<file path="config.mk">
export PLATFORM = sky130hd
export DESIGN_NAME = ad_sampler_flat
export DESIGN_NICKNAME = d
export VERILOG_FILES = /design/src/rtl/ad_sampler_if.sv /design/src/rtl/ad_sampler.sv /design/src/flat_wrapper.sv
export SDC_FILE = /design/constraint.sdc
export NUM_CORES = 1
export LEC_CHECK = 0
export CAP_MARGIN = 20
export CORE_MARGIN = 8
export CORE_UTILIZATION = 25
export CTS_BUF_LIST = sky130_fd_sc_hd__clkbuf_8
export DETAILED_ROUTE_END_ITERATION = 16
export GPL_TIMING_DRIVEN = 0
export HOLD_SLACK_MARGIN = 0.1
export PLACE_DENSITY_LB_ADDON = 0.2
export SKIP_LAST_GASP = 1
export SYNTH_ARGS = -nofsm -noshare
export SYNTH_HDL_FRONTEND = slang
export SYNTH_SLANG_ARGS = --single-unit
</file>
<file path="constraint.sdc">
create_clock -name clk -period 6 [get_ports clk]
set_clock_uncertainty 0.15 [all_clocks]
set_input_delay 0.6 -clock clk [delete_from_list [all_inputs] [get_ports clk]]
set_output_delay 0.6 -clock clk [all_outputs]
set_load 0.05 [all_outputs]
</file>
<file path="src/rtl/ad_sampler_if.sv">
// ad_sampler_if: control inputs, ADC pad signals and parallel sample outputs of ad_sampler.
// master = sampler side, slave = consumer / pad side.
interface ad_sampler_if #(
    parameter int unsigned DATA_BITS = 12
);
    logic                 run;
    logic                 trig;
    logic                 peak_clr;
    logic                 ad_cs;
    logic [1:0]           ad_sdata_a;
    logic [1:0]           ad_sdata_b;
    logic [DATA_BITS-1:0] samp_a0;
    logic [DATA_BITS-1:0] samp_a1;
    logic [DATA_BITS-1:0] samp_b0;
    logic [DATA_BITS-1:0] samp_b1;
    logic                 sample_valid;
    logic                 frame_err;
    logic                 busy;
    logic [DATA_BITS-1:0] peak_a0;
    logic [DATA_BITS-1:0] peak_a1;
    logic [DATA_BITS-1:0] peak_b0;
    logic [DATA_BITS-1:0] peak_b1;

    modport master (
        input  run, trig, peak_clr, ad_sdata_a, ad_sdata_b,
        output ad_cs, samp_a0, samp_a1, samp_b0, samp_b1,
               sample_valid, frame_err, busy,
               peak_a0, peak_a1, peak_b0, peak_b1
    );

    modport slave (
        output run, trig, peak_clr, ad_sdata_a, ad_sdata_b,
        input  ad_cs, samp_a0, samp_a1, samp_b0, samp_b1,
               sample_valid, frame_err, busy,
               peak_a0, peak_a1, peak_b0, peak_b1
    );
endinterface

</file>
<file path="src/rtl/ad_sampler.sv">
// ad_sampler: frames dual-ADC conversions on ad_cs and deserialises four MSB-first lanes.
// Optional per-lane peak hold is enabled by defining AD_PEAK_HOLD_EN.
module ad_sampler #(
    parameter int unsigned DATA_BITS  = 12,
    parameter int unsigned LEAD_BITS  = 2,
    parameter int unsigned TRAIL_BITS = 2,
    parameter int unsigned SAMPLE_DIV = 48
) (
    input  logic         clk,
    input  logic         reset,
    ad_sampler_if.master ad_if
);
    localparam int unsigned FRAME_LEN = LEAD_BITS + DATA_BITS + TRAIL_BITS;
    localparam int unsigned CNT_W     = $clog2(SAMPLE_DIV);
    localparam int unsigned STB_CNT   = LEAD_BITS + DATA_BITS + 1;
    localparam int unsigned LAST_BIT  = LEAD_BITS + DATA_BITS;
    localparam int unsigned LANES     = 4;

    typedef enum logic [1:0] {ST_IDLE, ST_FRAME, ST_GAP} state_e;

    state_e                          state_q, state_d;
    logic [CNT_W-1:0]                cnt_q, cnt_d;
    logic                            ad_cs_q, ad_cs_d;
    logic                            busy_q, busy_d;
    logic                            valid_q, valid_d;
    logic                            ferr_q, ferr_d;
    logic                            lerr_q, lerr_d;
    logic                            cap_lead, cap_data;
    logic [LANES-1:0]                lane_bits;
    logic [LANES-1:0][DATA_BITS-1:0] shift_q, shift_d;
    logic [LANES-1:0][DATA_BITS-1:0] samp_q, samp_d;
    logic [LANES-1:0][DATA_BITS-1:0] peak_q;

    // Lane order: 0=a0, 1=a1, 2=b0, 3=b1
    assign lane_bits = {ad_if.ad_sdata_b, ad_if.ad_sdata_a};

    always_ff @(posedge clk) begin
        if (reset) begin
            state_q <= ST_IDLE;
            cnt_q   <= '0;
        end else begin
            state_q <= state_d;
            cnt_q   <= cnt_d;
        end
    end

    always_comb begin
        state_d = state_q;
        cnt_d   = cnt_q;
        case (state_q)
            ST_IDLE: begin
                cnt_d = '0;
                if (ad_if.run || ad_if.trig) state_d = ST_FRAME;
            end
            ST_FRAME: begin
                cnt_d = cnt_q + CNT_W'(1);
                if (cnt_q == CNT_W'(FRAME_LEN - 1)) state_d = ST_GAP;
            end
            ST_GAP: begin
                if (cnt_q == CNT_W'(SAMPLE_DIV - 1)) begin
                    cnt_d   = '0;
                    state_d = ad_if.run ? ST_FRAME : ST_IDLE;
                end else begin
                    cnt_d = cnt_q + CNT_W'(1);
                end
            end
            default: begin
                state_d = ST_IDLE;
                cnt_d   = '0;
            end
        endcase
    end

    // Outputs are decoded from the next state so every pin leaves a flop.
    always_comb begin
        ad_cs_d  = (state_d != ST_FRAME);
        busy_d   = (state_d != ST_IDLE);
        valid_d  = (state_d == ST_FRAME) && (cnt_d == CNT_W'(STB_CNT));
        cap_lead = (state_q == ST_FRAME) && (cnt_q >= CNT_W'(1)) &&
                   (cnt_q <= CNT_W'(LEAD_BITS));
        cap_data = (state_q == ST_FRAME) && (cnt_q > CNT_W'(LEAD_BITS)) &&
                   (cnt_q <= CNT_W'(LAST_BIT));
        lerr_d   = lerr_q;
        shift_d  = shift_q;
        if ((state_q == ST_FRAME) && (cnt_q == '0)) lerr_d = 1'b0;
        if (cap_lead) lerr_d = lerr_q | (|lane_bits);
        if (cap_data) begin
            for (int unsigned l = 0; l < LANES; l++) begin
                shift_d[l] = {shift_q[l][DATA_BITS-2:0], lane_bits[l]};
            end
        end
        // The strobe edge is also the LSB capture edge, so take shift_d.
        samp_d = valid_d ? shift_d : samp_q;
        ferr_d = valid_d ? lerr_d : ferr_q;
    end

    always_ff @(posedge clk) begin
        if (reset) begin
            ad_cs_q <= 1'b1;
            busy_q  <= 1'b0;
            valid_q <= 1'b0;
            ferr_q  <= 1'b0;
            lerr_q  <= 1'b0;
            shift_q <= '0;
            samp_q  <= '0;
        end else begin
            ad_cs_q <= ad_cs_d;
            busy_q  <= busy_d;
            valid_q <= valid_d;
            ferr_q  <= ferr_d;
            lerr_q  <= lerr_d;
            shift_q <= shift_d;
            samp_q  <= samp_d;
        end
    end

`ifdef AD_PEAK_HOLD_EN
    logic [LANES-1:0][DATA_BITS-1:0] peak_d;

    // Peaks follow the strobe by one cycle; a clear during the strobe reloads from the new sample.
    always_comb begin
        peak_d = peak_q;
        if (valid_q) begin
            for (int unsigned l = 0; l < LANES; l++) begin
                if (ad_if.peak_clr || (samp_q[l] > peak_q[l])) peak_d[l] = samp_q[l];
            end
        end else if (ad_if.peak_clr) begin
            peak_d = '0;
        end
    end

    always_ff @(posedge clk) begin
        if (reset) peak_q <= '0;
        else       peak_q <= peak_d;
    end
`else
    logic peak_clr_unused;
    assign peak_clr_unused = ad_if.peak_clr;
    assign peak_q          = '0;
`endif

    assign ad_if.ad_cs        = ad_cs_q;
    assign ad_if.busy         = busy_q;
    assign ad_if.sample_valid = valid_q;
    assign ad_if.frame_err    = ferr_q;
    assign ad_if.samp_a0      = samp_q[0];
    assign ad_if.samp_a1      = samp_q[1];
    assign ad_if.samp_b0      = samp_q[2];
    assign ad_if.samp_b1      = samp_q[3];
    assign ad_if.peak_a0      = peak_q[0];
    assign ad_if.peak_a1      = peak_q[1];
    assign ad_if.peak_b0      = peak_q[2];
    assign ad_if.peak_b1      = peak_q[3];
endmodule

</file>
<file path="src/flat_wrapper.sv">
// flat-port wrapper written by rule: the top's interface ports become plain ports
module ad_sampler_flat 
#(
    parameter int unsigned DATA_BITS  = 12,
    parameter int unsigned LEAD_BITS  = 2,
    parameter int unsigned TRAIL_BITS = 2,
    parameter int unsigned SAMPLE_DIV = 48
)
  (clk, reset, ad_if_run, ad_if_trig, ad_if_peak_clr, ad_if_ad_sdata_a, ad_if_ad_sdata_b, ad_if_ad_cs, ad_if_samp_a0, ad_if_samp_a1, ad_if_samp_b0, ad_if_samp_b1, ad_if_sample_valid, ad_if_frame_err, ad_if_busy, ad_if_peak_a0, ad_if_peak_a1, ad_if_peak_b0, ad_if_peak_b1);
  ad_sampler_if #(.DATA_BITS(DATA_BITS)) ad_if_i ();
  input  logic clk;
  input  logic reset;
  input wire logic [$bits(ad_if_i.run)-1:0] ad_if_run;
  input wire logic [$bits(ad_if_i.trig)-1:0] ad_if_trig;
  input wire logic [$bits(ad_if_i.peak_clr)-1:0] ad_if_peak_clr;
  input wire logic [$bits(ad_if_i.ad_sdata_a)-1:0] ad_if_ad_sdata_a;
  input wire logic [$bits(ad_if_i.ad_sdata_b)-1:0] ad_if_ad_sdata_b;
  output wire logic [$bits(ad_if_i.ad_cs)-1:0] ad_if_ad_cs;
  output wire logic [$bits(ad_if_i.samp_a0)-1:0] ad_if_samp_a0;
  output wire logic [$bits(ad_if_i.samp_a1)-1:0] ad_if_samp_a1;
  output wire logic [$bits(ad_if_i.samp_b0)-1:0] ad_if_samp_b0;
  output wire logic [$bits(ad_if_i.samp_b1)-1:0] ad_if_samp_b1;
  output wire logic [$bits(ad_if_i.sample_valid)-1:0] ad_if_sample_valid;
  output wire logic [$bits(ad_if_i.frame_err)-1:0] ad_if_frame_err;
  output wire logic [$bits(ad_if_i.busy)-1:0] ad_if_busy;
  output wire logic [$bits(ad_if_i.peak_a0)-1:0] ad_if_peak_a0;
  output wire logic [$bits(ad_if_i.peak_a1)-1:0] ad_if_peak_a1;
  output wire logic [$bits(ad_if_i.peak_b0)-1:0] ad_if_peak_b0;
  output wire logic [$bits(ad_if_i.peak_b1)-1:0] ad_if_peak_b1;
  assign ad_if_i.run = ad_if_run;
  assign ad_if_i.trig = ad_if_trig;
  assign ad_if_i.peak_clr = ad_if_peak_clr;
  assign ad_if_i.ad_sdata_a = ad_if_ad_sdata_a;
  assign ad_if_i.ad_sdata_b = ad_if_ad_sdata_b;
  assign ad_if_ad_cs = ad_if_i.ad_cs;
  assign ad_if_samp_a0 = ad_if_i.samp_a0;
  assign ad_if_samp_a1 = ad_if_i.samp_a1;
  assign ad_if_samp_b0 = ad_if_i.samp_b0;
  assign ad_if_samp_b1 = ad_if_i.samp_b1;
  assign ad_if_sample_valid = ad_if_i.sample_valid;
  assign ad_if_frame_err = ad_if_i.frame_err;
  assign ad_if_busy = ad_if_i.busy;
  assign ad_if_peak_a0 = ad_if_i.peak_a0;
  assign ad_if_peak_a1 = ad_if_i.peak_a1;
  assign ad_if_peak_b0 = ad_if_i.peak_b0;
  assign ad_if_peak_b1 = ad_if_i.peak_b1;
  ad_sampler #(.DATA_BITS(DATA_BITS), .LEAD_BITS(LEAD_BITS), .TRAIL_BITS(TRAIL_BITS), .SAMPLE_DIV(SAMPLE_DIV)) u_core (.clk(clk), .reset(reset), .ad_if(ad_if_i));
endmodule
</file>
-- Yosys cells after proc, flatten, opt, wreduce, memory -nomap -nowiden
Cells that the tools add are included.
- register bits: 109
- latch bits: 0
- bits in writable memories: 0
- ROM bits: 0
- bits of input ports: 9
- output and inout bits: 100
- logic and storage cells: 49
- memories kept: 0
- add/sub/neg operators: 1
- multipliers: 0
- div/mod/pow operators: 0
- $lt $le $gt $ge: 4
- equality and inequality tests: 7
- shifts and indexed selects: 0
- muxes and demuxes: 10
- bitwise gates (word level): 1
- reduce and logical (&&, ||, !) cells: 11
- operator list (operator ; number):
    48-bit two-way mux ; 1
    6-bit by 4-bit == test with 1-bit output (second input constant) ; 2
    6-bit case mux with 2 select lines ; 1
    6-bit by 1-bit adder with 6-bit output (second input constant) ; 1
    6-bit == test (second input constant) ; 1
    6-bit by 1-bit greater-or-equal comparator with 1-bit output (second input constant) ; 1
    6-bit by 2-bit greater-than comparator with 1-bit output (second input constant) ; 1
    6-bit by 2-bit <= comparator with 1-bit output (second input constant) ; 1
    6-bit by 4-bit <= comparator with 1-bit output (second input constant) ; 1
    1-bit logical AND ; 6
    6-bit logical NOT ; 1
    2-bit two-way mux ; 3
    6-bit two-way mux ; 1
    2-bit case mux with 3 select lines ; 1
    2-bit by 1-bit == test with 1-bit output (second input constant) ; 2
    4-bit OR reduction ; 1
    1-bit two-way mux ; 3
    2-bit == test (second input constant) ; 1
    2-bit logical NOT ; 1
    2-bit by 1-bit inequality test with 1-bit output (second input constant) ; 1
    2-bit nonzero test ; 1
    1-bit logical OR ; 1
    1-bit OR ; 1

-- Longest topological paths before layout
- depth in word-level cells: 5
- depth in mapped cells: 9
- gate-level depth less buffers: 7

-- Least setup slack after synthesis
Ideal clock, no wire load.
- path kind: reg-to-reg
- start: register u_core.cnt_q[0]
- end: register u_core.samp_q, in the netlist u_core.ad_if.samp_b1[10]
- setup time: 0.121 ns
- arrival time: 2.073 ns
- slack: 3.656 ns
- stages on the path, launching flop included: 9
- buffers on the path: 2
- path through: dfxtp_1 > ha_1 > nand3_4 > o311ai_1 > and4b_1 > nand4b_4 > buf_4 > buf_6 > mux2_4
- longest elaborated chain between the ends: 5
- elaborated cells between the ends (all ways): 16
- those cells by class: 1 x add/sub; 2 x order compare; 4 x eq/ne; 6 x mux; 3 x reduce/logical
- RTL lines (item ; RTL line ; text):
    start: declaration ; ad_sampler.sv:22 ; logic [CNT_W-1:0] cnt_q, cnt_d;
    start signal: assignment ; ad_sampler.sv:43 ; cnt_q <= cnt_d;
    6-bit by 1-bit adder with 6-bit output, or another cell as far along ; ad_sampler.sv:56, ad_sampler.sv:64 ;
    6-bit two-way mux, or another cell as far along ; ad_sampler.sv:60 ; if (cnt_q == CNT_W'(SAMPLE_DIV - 1)) begin
    6-bit case mux with 2 select lines or 2-bit case mux with 3 select lines (tied branches) ; ad_sampler.sv:50 ; case (state_q)
    6-bit by 4-bit == test with 1-bit output or 2-bit by 1-bit == test with 1-bit output (tied branches) ; ad_sampler.sv:78 ; valid_d = (state_d == ST_FRAME) && (cnt_d == CNT_W'(STB_CNT));
    1-bit logical AND ; ad_sampler.sv:78 ;
    end signal: assignment ; ad_sampler.sv:113 ; samp_q <= samp_d;
    end: declaration ; ad_sampler.sv:31 ; logic [LANES-1:0][DATA_BITS-1:0] samp_q, samp_d;
Parallel ways exist; a longest one is shown, timed or not.
A chain may end at the register's enable or synchronous reset.

-- Worst setup path after layout
- start: register u_core.cnt_q[0]
- end: register u_core.samp_q, in the netlist u_core.ad_if.samp_b1[2]
The elaborated chain is that of the path after synthesis.

==> results.cfg <==
[critical_path]
required_ns = 6.13
path_max_fanout = 10
cp-end-kind = flop
cp_top_family = simple AND/OR/NAND/NOR gates
path_cells = ha_1 > nand3_4 > o311ai_1 > and4b_1 > nand4b_4 > buf_4 > buf_6 > mux2_4
critPathBufInv = 2
crit_type = reg2reg
slowest_delay_ns = 0.49
crit_slowest_cell = dfxtp_1
cp.arrival_ns = 2.81
cp-start-kind = flop

[die]
coreArea_sq_mm = 0.0186
dieWidth_um = 153
core.rowCount = 50
die_h_um = 153
dieArea_sq_mm = 0.0235
start_util = 0.254
io_pins = 109

[timing]
worst_pin_slew_ns = 0.663
slew_viol_final = 0
relSlewSlack = 0.558
setup_viol = 0
tns_ns = 0
rsz0062_at_grt = no
period_share = 0.446
final_hold_viol_count = 0
fin_crit_ns = 2.68
setup_ws_ns = 3.32
timing.fmax_ghz = 0.374

[global_route]
grt_pass1_vias = 3334
grt_usage = 0.0895
antenna_found_initial = 0
grt-ovfl-total = 0
grt_pass1_wl_um = 17000
grt_max_degree = 18

[detailed_routing]
drtPass1Iterations = 4
avgViaCountPerCell = 4.02
route.detailed.drc = 0
wirelength_um = 10700
vias = 3457
routedWlPerCell_um = 12.4
drt_iter0_drc = 99
detail-route-antenna-nets = 0

[clock_network]
root_buffer = clkbuf_8
clock_sinks = 109
post_cts_resized = 0
ctsHoldBuffers = 0
clk_latency_ns = 0.38
path_clk_slew_ns = 0.10
cts_made_buffers = 9
htree_levels = 3
clk_path_buf_depth = 2
post_cts_buffers = 0
cts_tree = yes

[synth]
yosysSeqAreaShare = 0.463
synth_area_sq_mm = 0.00472
synth_area_leaders = dfxtp_1 46%, mux2_2 9.3%, buf_4 8.3%
yosysTopAreaCell = dfxtp_1
netlist.area_leader.share = 0.463
synth.avg_cell_area_sq_um = 9.34
synth_cells = 505
yosys_warnings = 0
yosysUniqueCellTypes = 41
synth_seq_cells = 109

[finish]
drive_above_1_share = 0.208
final_cell_area_sq_mm = 0.00601
diodes = 0
synthToLayoutAreaGrowth_pct = 27.5
nets = 639
final_util = 0.324

[placed_design]
pre_cts_ws_ns = 3.19
place_hpwl_um = 8000
port_buffers = 58
gp_congestion = 0.710
postPlaceCellArea_sq_mm = 0.00577

[flow_run]
drv_cap = 0

[pwr]
power_density_mw_per_mm2 = 234
leakage_nw = 2.44
power_mw = 1.41
ir_worst_vdd_mv = 0.120

[status]
status = completed

[hold_path]
hp-class = reg2reg
-- per-layer routing --
metal  global-route usage  wire (um)  vias to the layer above
met5                    0          0                        -
met4               0.0294        112                        0
met3               0.0516       1160                        9
met2                0.131       4350                       97
met1                0.108       5050                     1564
li1                     -          -                     1787
-- cell usage after synthesis, drive strengths merged --
cell type  instances
a22oi              1
nor2b             50
inv                7
buf               64
nand3b             1
o21ai              4
or3                1
nand4b             1
clkbuf            14
a21boi             1
xnor2              3
nor2              12
o2111a             2
o311ai             1
nand3              2
xor2               1
mux2              49
o32ai              1
nand2            101
a211oi             1
and4b              2
nor4               1
or2                1
and3b              1
nand2b             2
dfxtp            109
a21oi             50
or4                1
o211ai             1
conb               1
ha                 9
nor3               5
nand4              3
o2111ai            1
o31ai              1
-- metrics by stage --
step | hold slack, ns | instances
finish | 0.315 | 860
global route | 0.335 | 860
global placement | 0.300 | 844
floorplan | 0.287 | 552
CTS | 0.319 | 860
detailed placement | 0.304 | 844
-- worst paths after layout --
kind                           start                       to  slack, ns  depth (start not counted)
hold reg to reg   u_core.shift_q[47]       u_core.shift_q[47]       0.32                          2
setup reg to reg     u_core.cnt_q[0]  u_core.ad_if.samp_b1[2]       3.32                          8
hold / removal    u_core.shift_q[47]       u_core.shift_q[47]       0.32                          2
setup / recovery     u_core.cnt_q[0]  u_core.ad_if.samp_b1[2]       3.32                          8
-- logic make-up (layout without fill, tap and decap cells) --
| group | Yosys count | in the layout | share of synthesized area |
|---|---|---|---|
| flip-flops | 109 | 109 | 0.463 |
| buffers and inverters | 85 | 159 | 0.113 |
| AO/OA/AOI/OAI | 64 | 64 | 0.0756 |
| other | 1 | 48 | 0.000795 |
| adder cells (fa/ha/maj) | 9 | 9 | 0.0239 |
| AND/OR/NAND/NOR | 184 | 184 | 0.191 |
| XOR/XNOR | 4 | 4 | 0.00743 |
| multiplexers | 49 | 49 | 0.125 |
-- flip-flops by register name, summed over array words and instances, names as in the netlist --
register	count
u_core.ad_if.ad_cs	1
u_core.ad_if.busy	1
u_core.ad_if.frame_err	1
u_core.ad_if.samp_a0	12
u_core.ad_if.samp_a1	12
u_core.ad_if.samp_b0	12
u_core.ad_if.samp_b1	12
u_core.ad_if.sample_valid	1
u_core.cnt_q	6
u_core.lerr_q	1
u_core.shift_q	48
u_core.state_q	2
-- placed cells by master (no fill, tap or decap), types with 2 or more instances in the layout --
master and n:
buf_4 52, inv_1 8, clkdlybuf4s50_1 58, o2111a_1 2, nand2b_1 2, and4b_1 2
nand2_1 101, bufinv_16 3, clkbuf_1 14, mux2_2 39, o21ai_0 3, mux2_4 10
clkbuf_8 10, a21oi_1 50, nor2_1 12, nand4_1 3, ha_1 9, nor2b_1 50
conb_1 48, dfxtp_1 109, nor3_1 5, xnor2_1 3, buf_2 10
-- layout make-up --
cell class	instances	area, sq um
plain buffers	78	508
clock buffers	10	138
clock inverters	6	110
fillers	1935	12600
inverters	7	26.3
multi-input cells	358	2180
flip-flops and latches	109	2180
well taps	234	293
repair buffers	58	581
-- worst reg2reg max path: cells and delay by family (launching register included) --
family	cells	cell delay, ns
AND/OR/NAND/NOR	3	0.63
flip-flops	1	0.49
buffers and inverters	2	0.43
adder cells (fa/ha/maj)	1	0.32
multiplexers	1	0.32
AO/OA/AOI/OAI	1	0.24
-- where the power goes --
part	switching (mW)	internal [mW]
sequential	0.00238	0.726
clock	0.256	0.290
combinational	0.100	0.0354
total	0.358	1.05
Note: power is estimated with default switching activity, not from simulation.
